==> src/rtl/fir_pkg.sv <==
// Shared types and defaults for the FIR sample path.
package fir_pkg;

  localparam int SAMPLE_W        = 16;
  localparam int CLK_DIV_DEFAULT = 4;

  typedef logic signed [SAMPLE_W-1:0] sample_t;

  typedef enum logic [1:0] {
    IDLE,
    LOAD,
    SHIFT,
    GAP
  } tx_state_t;

endpackage

==> src/rtl/fir_sample_tx_if.sv <==
// Sample-in strobe plus serial DAC link and status, as seen by the transmitter.
interface fir_sample_tx_if #(
  parameter int WIDTH = 16,
  parameter int DEPTH = 4
);

  logic signed [WIDTH-1:0]   in;
  logic                      input_ready;
  logic                      sclk;
  logic                      fsync;
  logic                      sdata;
  logic                      busy;
  logic                      overflow;
  logic [$clog2(DEPTH):0]    level;

  modport master (
    output in, input_ready,
    input  sclk, fsync, sdata, busy, overflow, level
  );

  modport slave (
    input  in, input_ready,
    output sclk, fsync, sdata, busy, overflow, level
  );

endinterface

==> src/rtl/sample_fifo.sv <==
// Small synchronous FIFO; a push while full is accepted only if a pop frees the head slot.
module sample_fifo #(
  parameter int WIDTH = 16,
  parameter int DEPTH = 4
) (
  input  logic                       ck,
  input  logic                       rst,
  input  logic                       push,
  input  logic signed [WIDTH-1:0]    din,
  input  logic                       pop,
  output logic signed [WIDTH-1:0]    dout,
  output logic                       full,
  output logic                       empty,
  output logic [$clog2(DEPTH):0]     level
);

  localparam int PTR_W = (DEPTH > 2) ? $clog2(DEPTH) : 1;
  localparam int LVL_W = $clog2(DEPTH) + 1;

  logic signed [WIDTH-1:0] mem [DEPTH];
  logic [PTR_W-1:0]        wr_ptr;
  logic [PTR_W-1:0]        rd_ptr;
  logic                    wr;
  logic                    rd;

  assign full  = (level == LVL_W'(DEPTH));
  assign empty = (level == '0);
  assign wr    = push && (!full || pop);
  assign rd    = pop && !empty;
  assign dout  = mem[rd_ptr];

  // Storage write; contents need no reset since level gates every read.
  always_ff @(posedge ck) begin
    if (wr) mem[wr_ptr] <= din;
  end

  // Pointer and occupancy bookkeeping; pointers wrap naturally at DEPTH.
  always_ff @(posedge ck) begin
    if (rst) begin
      wr_ptr <= '0;
      rd_ptr <= '0;
      level  <= '0;
    end else begin
      if (wr) wr_ptr <= wr_ptr + PTR_W'(1);
      if (rd) rd_ptr <= rd_ptr + PTR_W'(1);
      case ({wr, rd})
        2'b10:   level <= level + LVL_W'(1);
        2'b01:   level <= level - LVL_W'(1);
        default: level <= level;
      endcase
    end
  end

endmodule

==> src/rtl/fir_sample_tx.sv <==
// Serial sample transmitter: FIFO-buffered 16-bit samples sent MSB-first on sclk/fsync/sdata.
module fir_sample_tx
  import fir_pkg::*;
#(
  parameter int WIDTH   = 16,
  parameter int DEPTH   = 4,
  parameter int CLK_DIV = CLK_DIV_DEFAULT
) (
  input  logic           ck,
  input  logic           rst,
  fir_sample_tx_if.slave bus
);

  localparam int DIV_W = (2 * CLK_DIV > 2) ? $clog2(2 * CLK_DIV) : 1;
  localparam int CNT_W = $clog2(WIDTH);
  localparam int LVL_W = $clog2(DEPTH) + 1;

  localparam logic [DIV_W-1:0] DIV_LAST = DIV_W'(2 * CLK_DIV - 1);
  localparam logic [DIV_W-1:0] DIV_HALF = DIV_W'(CLK_DIV);
  localparam logic [CNT_W-1:0] CNT_TOP  = CNT_W'(WIDTH - 1);

  tx_state_t               state, state_n;
  logic [DIV_W-1:0]        div, div_n;
  logic [CNT_W-1:0]        cnt, cnt_n;
  logic signed [WIDTH-1:0] shreg, shreg_n;
  logic                    pop;
  logic                    sclk_n, fsync_n, sdata_n;
  logic                    sclk_q, fsync_q, sdata_q;
  logic                    ovf_q;

  logic signed [WIDTH-1:0] head;
  logic                    full;
  logic                    empty;
  logic [LVL_W-1:0]        fifo_level;

  sample_fifo #(
    .WIDTH (WIDTH),
    .DEPTH (DEPTH)
  ) u_fifo (
    .ck    (ck),
    .rst   (rst),
    .push  (bus.input_ready),
    .din   (bus.in),
    .pop   (pop),
    .dout  (head),
    .full  (full),
    .empty (empty),
    .level (fifo_level)
  );

  // Next-state logic; serial outputs are derived from next-state values so they can be registered.
  always_comb begin
    state_n = state;
    div_n   = div;
    cnt_n   = cnt;
    shreg_n = shreg;
    pop     = 1'b0;
    case (state)
      IDLE: begin
        if (!empty) state_n = LOAD;
      end
      LOAD: begin
        pop     = 1'b1;
        shreg_n = head;
        cnt_n   = CNT_TOP;
        div_n   = '0;
        state_n = SHIFT;
      end
      SHIFT: begin
        if (div == DIV_LAST) begin
          div_n = '0;
          if (cnt == '0) begin
            state_n = GAP;
          end else begin
            cnt_n   = cnt - CNT_W'(1);
            shreg_n = shreg << 1;
          end
        end else begin
          div_n = div + DIV_W'(1);
        end
      end
      GAP: begin
        if (div == DIV_LAST) begin
          div_n   = '0;
          state_n = empty ? IDLE : LOAD;
        end else begin
          div_n = div + DIV_W'(1);
        end
      end
      default: state_n = IDLE;
    endcase
    sclk_n  = (state_n == SHIFT) && (div_n >= DIV_HALF);
    fsync_n = (state_n == SHIFT) && (cnt_n == CNT_TOP);
    sdata_n = (state_n == SHIFT) && shreg_n[WIDTH-1];
  end

  // Control state, counters, registered serial outputs and sticky overflow.
  always_ff @(posedge ck) begin
    if (rst) begin
      state   <= IDLE;
      div     <= '0;
      cnt     <= '0;
      sclk_q  <= 1'b0;
      fsync_q <= 1'b0;
      sdata_q <= 1'b0;
      ovf_q   <= 1'b0;
    end else begin
      state   <= state_n;
      div     <= div_n;
      cnt     <= cnt_n;
      sclk_q  <= sclk_n;
      fsync_q <= fsync_n;
      sdata_q <= sdata_n;
      ovf_q   <= ovf_q | (bus.input_ready & full & ~pop);
    end
  end

  // Shift register is pure data; outputs are masked by state so it needs no reset.
  always_ff @(posedge ck) begin
    shreg <= shreg_n;
  end

  assign bus.sclk     = sclk_q;
  assign bus.fsync    = fsync_q;
  assign bus.sdata    = sdata_q;
  assign bus.overflow = ovf_q;
  assign bus.level    = fifo_level;
  assign bus.busy     = (state != IDLE) || !empty;

endmodule

==> src/flat_wrapper.sv <==
// flat-port wrapper written by rule: the top's interface ports become plain ports
module fir_sample_tx_flat import fir_pkg::*;
#(
  parameter int WIDTH   = 16,
  parameter int DEPTH   = 4,
  parameter int CLK_DIV = CLK_DIV_DEFAULT
)
  (ck, rst, bus_in, bus_input_ready, bus_sclk, bus_fsync, bus_sdata, bus_busy, bus_overflow, bus_level);
  fir_sample_tx_if #(.WIDTH(WIDTH), .DEPTH(DEPTH)) bus_i ();
  input  logic ck;
  input  logic rst;
  input wire logic [$bits(bus_i.in)-1:0] bus_in;
  input wire logic [$bits(bus_i.input_ready)-1:0] bus_input_ready;
  output wire logic [$bits(bus_i.sclk)-1:0] bus_sclk;
  output wire logic [$bits(bus_i.fsync)-1:0] bus_fsync;
  output wire logic [$bits(bus_i.sdata)-1:0] bus_sdata;
  output wire logic [$bits(bus_i.busy)-1:0] bus_busy;
  output wire logic [$bits(bus_i.overflow)-1:0] bus_overflow;
  output wire logic [$bits(bus_i.level)-1:0] bus_level;
  assign bus_i.in = bus_in;
  assign bus_i.input_ready = bus_input_ready;
  assign bus_sclk = bus_i.sclk;
  assign bus_fsync = bus_i.fsync;
  assign bus_sdata = bus_i.sdata;
  assign bus_busy = bus_i.busy;
  assign bus_overflow = bus_i.overflow;
  assign bus_level = bus_i.level;
  fir_sample_tx #(.WIDTH(WIDTH), .DEPTH(DEPTH), .CLK_DIV(CLK_DIV)) u_core (.ck(ck), .rst(rst), .bus(bus_i));
endmodule
==> config.mk <==
export PLATFORM = sky130hd
export DESIGN_NAME = fir_sample_tx_flat
export DESIGN_NICKNAME = d
export VERILOG_FILES = /design/src/rtl/fir_pkg.sv /design/src/rtl/fir_sample_tx_if.sv /design/src/rtl/sample_fifo.sv /design/src/rtl/fir_sample_tx.sv /design/src/flat_wrapper.sv
export SDC_FILE = /design/constraint.sdc
export NUM_CORES = 1
export LEC_CHECK = 0
export CORE_MARGIN = 3
export CORE_UTILIZATION = 55
export DETAILED_ROUTE_END_ITERATION = 6
export GPL_TIMING_DRIVEN = 0
export PLACE_DENSITY_LB_ADDON = 0.3
export RECOVER_POWER = 100
export SLEW_MARGIN = 5
export SYNTH_ARGS = -nofsm -noshare
export SYNTH_HDL_FRONTEND = slang
export SYNTH_SLANG_ARGS = --single-unit
==> constraint.sdc <==
create_clock -name ck -period 4.1 [get_ports ck]
set_input_delay 1.025 -clock ck [delete_from_list [all_inputs] [get_ports ck]]
set_output_delay 1.025 -clock ck [all_outputs]
set_load 0.01 [all_outputs]
# After elaboration in Yosys (flattened, before gate mapping)
# Memory sizes are Yosys's and may differ from the RTL's. A register that Yosys moved wholly into a read port is not among the register bits.
# Cells that the tools add are included.
# totals
regBits,36
mem_bits_rw,64
input_bits,19
out_inout_bits,8
wordCells,72
memories,1
# classes
addsub,6
order_cmp,1
n_eq_ne,11
muxes,20
bitwise_logic,4
reduce_logical,17
# mem_list
memory,words,word_bits,read_ports,rd_ports_with_merged_regs,wr,line,source
u_core.u_fifo.mem,4,16,1,1,1,sample_fifo.sv:20,logic signed [WIDTH-1:0] mem [DEPTH];
# op_table
cell,n
two-way mux 16 bit,2
case mux 16 bit (2 select lines),1
two-way mux 2 bit,6
case mux 3 bit (2 select lines),2
== test 2 bit (second input constant),4
two-way mux 4 bit,2
case mux 2 bit (4 select lines),1
case mux 4 bit (2 select lines),1
adder 3 x 1 -> 3 bit (second input constant),2
== test 3 bit (second input constant),2
nonzero test 2 bit,3
logical AND 1 bit,5
adder 2 x 1 -> 2 bit (second input constant),2
== test 2 x 1 -> 1 bit (second input constant),2
== test 4 bit (second input constant),1
zero test 4 bit,1
two-way mux 1 bit,4
subtractor 4 x 1 -> 4 bit (second input constant),1
greater-or-equal comparator 3 bit (second input constant),1
zero test 3 bit,1
two-way mux 3 bit,1
AND reduction 3 bit,1
subtractor 3 x 1 -> 3 bit (second input constant),1
AND 1 bit,2
other kinds (8),10

# Longest topological paths before layout
# logic_depth
depth_word,6
depth_mapped,12
mapped_depth_nobuf,11

# Modules after synthesis
# Synthesis repeated with hierarchy kept, for this count alone.
# unflattened
hier_cells,262
area_unflattened_um2,4249.1
# by_module_without_submodules
mod,instances,cells_per_inst,area_each_um2,seq_area_each_um2
sample_fifo,1,138,2837.7,2102.0
fir_sample_tx,1,124,1411.4,730.7

# Worst setup path after synthesis
# Ideal clock, no wire load.
# synth_path
kind,input-to-reg
from,input port bus_input_ready
to,register u_core.u_fifo.level[2]
setup_ps,71
arrival_ps,2509
required_ps,4029
path_slack_ps,1520
path_stages,9
path_buffers,1
cell_sequence,nor2b_1 -> clkbuf_1 -> inv_1 -> ha_1 -> inv_1 -> fa_1 -> xor2_1 -> or3_1 -> a21oi_1
# synth_via
elab_chain_len,3
elab_cells_between_ends,5
cone_classes,eq/ne (2); mux (1); reduce/logical (2)
# synth_rtl
element,line,source
start: declaration,flat_wrapper.sv:13,input wire logic [$bits(bus_i.input_ready)-1:0] bus_input_ready;
logical AND 1 bit (*),sample_fifo.sv:28,assign wr = push && (!full || pop);
== test 2 x 1 -> 1 bit or == test 2 bit (tied branches),sample_fifo.sv:46,"case ({wr, rd})"
case mux 3 bit (2 select lines) or nonzero test 2 bit (tied branches),n/a,
end signal: assignment,sample_fifo.sv:47,2'b10: level <= level + LVL_W'(1);
end signal: assignment,sample_fifo.sv:48,2'b01: level <= level - LVL_W'(1);
end signal: assignment,sample_fifo.sv:49,default: level <= level;
end: declaration,sample_fifo.sv:14,output logic [$clog2(DEPTH):0] level
# Every way passes the cells marked *; elsewhere a longest branch is shown, timed or not.
# A chain may end at the register's enable or synchronous reset.

# Final worst setup path
# layout_path
from,register u_core.state[1]
to,output port bus_busy
# layout_via
elab_chain_len,2
# layout_rtl
element,line,source
start: declaration,fir_sample_tx.sv:22,"tx_state_t state, state_n;"
start signal: assignment,fir_sample_tx.sv:108,state <= state_n;
nonzero test 2 bit,fir_sample_tx.sv:128,assign bus.busy = (state != IDLE) || !empty;
logical OR 1 bit,fir_sample_tx.sv:128,
end: declaration,flat_wrapper.sv:17,output wire logic [$bits(bus_i.busy)-1:0] bus_busy;
# No other way between the ends.

==> impl_metrics.py <==
metrics = {
    "route": {
        "wl_per_cell_um": 17.77,
        "route.vias.total": 2278,
        "post-route-drc-count": 0,
        "initialDrtViolationCount": 127,
        "drtPass1Iterations": 5,
        "routed_via_density": 5.709,
        "antenna_left": 0,
        "drt-total-wl_mm": 7.092,
    },
    "logic_synthesis": {
        "synth-seq-cells": 102,
        "yosysTopAreaCell": "edfxtp_1",
        "ys_types": 46,
        "yosysMostFrequentCell": "edfxtp_1",
        "async_reset_ff_share_pct": 0,
        "yosys-top-cells-count": "edfxtp_1 (79), dfxtp_1 (23), nor2_1 (18)",
        "synth-edff-count": 79,
        "syn-num-nets": 290,
        "netlist_top_cells_area": "edfxtp_1 (57%), dfxtp_1 (11%), mux4_2 (8.6%), ha_1 (3.6%), a22o_1 (2.9%)",
        "ys_warn_count": 0,
        "synth_flop_cell": "edfxtp_1",
        "syn_area_sq_um": 4178,
        "synth_top_area_share_pct": 56.78,
        "synth_area_per_cell_sq_um": 16.19,
        "seq_area_frac_synth_pct": 67.80,
        "netlist_instances": 258,
    },
    "clock_network": {
        "clock-root-buffer": "clkbuf_8",
        "hold_buffers": 0,
        "cts.path.max_buffers": 2,
        "htreeDepth": 3,
        "ctsResizeCount": 0,
        "cts_buffers": 9,
        "clock_latency_ns": 0.36,
        "cts_tree": "yes",
        "cts_setup_buffers": 0,
        "path_clk_slew_ns": 0.09,
        "cts_sinks": 102,
    },
    "critical_path": {
        "cp.required_ns": 3.07,
        "crit_buf_inv": 3,
        "cp_top_family": "buffers and inverters",
        "critPathMaxFanout": 9,
        "crit_chain": "inv_1 > ha_1 > buf_6 > or4b_4 > dlygate4sd3_1",
        "max_stage_delay_ns": 0.62,
        "critPathCaptureType": "primary output",
        "start_kind": "flop",
        "crit_arrival_ns": 2.24,
        "critPathKind": "flop to primary output",
        "cp_slowest_cell": "dlygate4sd3_1",
    },
    "sta": {
        "tns_ns": 0,
        "final.setup.worst_slack_ns": 0.8397,
        "tightest_slew_ns": 1.349,
        "max_freq_mhz": 306.7,
        "setup_viol": 0,
        "hold_viol": 0,
        "finalClockSkew_ns": 0.007986,
        "period_needed_ns": 3.260,
        "post-route-period-util_pct": 79.52,
        "rsz0062_at_grt": "no",
        "drv_slew": 0,
        "slew_headroom_pct": 10.04,
    },
    "placed_design": {
        "io_buffers": 26,
        "dpl.hpwl_mm": 4.524,
        "place_congestion": 0.8566,
        "post-place-ws_ns": 0.9556,
        "dpl_cell_area_sq_um": 4562,
    },
    "cells_and_area": {
        "syn_to_final_growth_pct": 14.11,
        "fillers": 538,
        "diodes": 0,
        "final_nets": 327,
        "fin_area_sq_um": 4767,
        "layout-drive-gt1-share_pct": 14.00,
        "utilization_pct": 65.37,
    },
    "hold_path": {
        "hp-class": "flop to flop",
    },
    "power_and_ir_drop": {
        "ir_worst_vdd_v": 0.0002930,
        "leakage_uw": 0.001612,
        "p_per_area_nw_per_um2": 563.6,
    },
    "floorplanning": {
        "coreArea_sq_um": 7292,
        "fp.dieH_um": 93.16,
        "row_count": 31,
        "initial_core_util_pct": 57.29,
        "fp.dieW_um": 93.16,
        "die_area_sq_um": 8678,
        "num_io_pins": 27,
    },
    "grt": {
        "grt_max_degree": 18,
        "grt_pass1_vias": 2268,
        "antenna_found_initial": 0,
        "grtUsageTotal_pct": 17.97,
        "grt_pass1_wl_mm": 11.71,
        "overflow": 0,
    },
    "outcome": {
        "status": "finished, final reports clean",
    },
    "job": {
        "drv_cap": 0,
    },
}
sequential cells by signal (all words and copies together) (netlist names), named ones only:
register,count
u_core.u_fifo.wr_ptr,2
u_core.state,2
u_core.cnt,4
u_core.u_fifo.rd_ptr,2
u_core.shreg,16
u_core.bus.sclk,1
u_core.div,1
u_core.bus.fsync,1
u_core.u_fifo.level,3
u_core.bus.sdata,1
u_core.bus.overflow,1
u_core.u_fifo.mem,64
layout make-up:
type                            count  area (sq um)  area share (%)
Multi-Input combinational cell    128          1212           25.43
Clock inverter                      7         96.34           2.021
Sequential cell                   102          2833           59.42
Clock buffer                        9         123.9           2.598
Timing Repair Buffer               26         260.3           5.459
Inverter                           14         52.55           1.102
Tap cell                           99         123.9           2.598
Buffer                             14         65.06           1.365
cells by family (layout without fill, tap and decap cells):
family / count (synthesis) / in the layout / synth area share [%]
flip-flops: 102 / 102 / 67.80
AND/OR/NAND/NOR: 51 / 51 / 7.367
AO/OA/AOI/OAI: 40 / 40 / 7.458
buffers and inverters: 28 / 70 / 2.875
multiplexers: 19 / 19 / 9.374
adder cells (fa/ha/maj): 13 / 13 / 4.073
XOR/XNOR: 5 / 5 / 1.048
cell usage in the layout, fill, tap and decap left out, types with 2 or more instances in the layout:
master	count
dlygate4sd3_1	26
nor4_1	4
ha_1	12
buf_2	4
nand4bb_1	2
and2_0	7
a31oi_1	3
nor2_1	18
dfxtp_1	23
bufinv_16	2
clkbuf_1	9
nor2b_1	2
o21ai_0	3
mux4_2	16
clkinvlp_4	2
edfxtp_1	79
xnor2_1	2
xor2_1	3
nor4b_1	2
inv_6	2
a22o_1	14
clkbuf_8	9
nor3b_1	2
mux2i_1	2
nand2_1	4
nand3_1	2
a21oi_1	9
inv_1	14
stage by stage:
step	hold slack [ns]	total power, uW	instances
finish	0.4701	2687	399
global route	0.5066	2834	399
CTS	0.4796	2731	399
detailed placement	0.4567	2053	383
global placement	0.4496	2033	383
floorplan	0.4281	1847	258
power breakdown:
part	switching [uW]	internal [uW]	total [uW]
registers	77.7	1300	1380
logic	350	281	631
clock network	333	346	679
worst min-delay path: stages, from the launching register on:
cell and delay [ns]:
dfxtp_1 0.33, a21oi_1 0.04, nor2_1 0.07
layer usage:
metal | track usage [%] | vias up | part of all wire (%)
met3 | 3.138 | 12 | 3.8
met5 | 0 | - | 0
li1 | - | 1070 | -
met1 | 24.24 | 1149 | 45
met2 | 29.03 | 47 | 49
met4 | 7.692 | 0 | 1.8
path summary, 6_finish.rpt:
| path | start | cells after the start | slack, ns | endpoint |
|---|---|---|---|---|
| setup / recovery | u_core.state[1] | 5 | 0.84 | bus_busy |
| hold / removal | u_core.bus.overflow | 2 | 0.47 | u_core.bus.overflow |
| setup reg to reg | u_core.state[1] | 12 | 1.35 | u_core.u_fifo.level[2] |
| hold reg to reg | u_core.bus.overflow | 2 | 0.47 | u_core.bus.overflow |
Power figures use the tool's default switching activity.
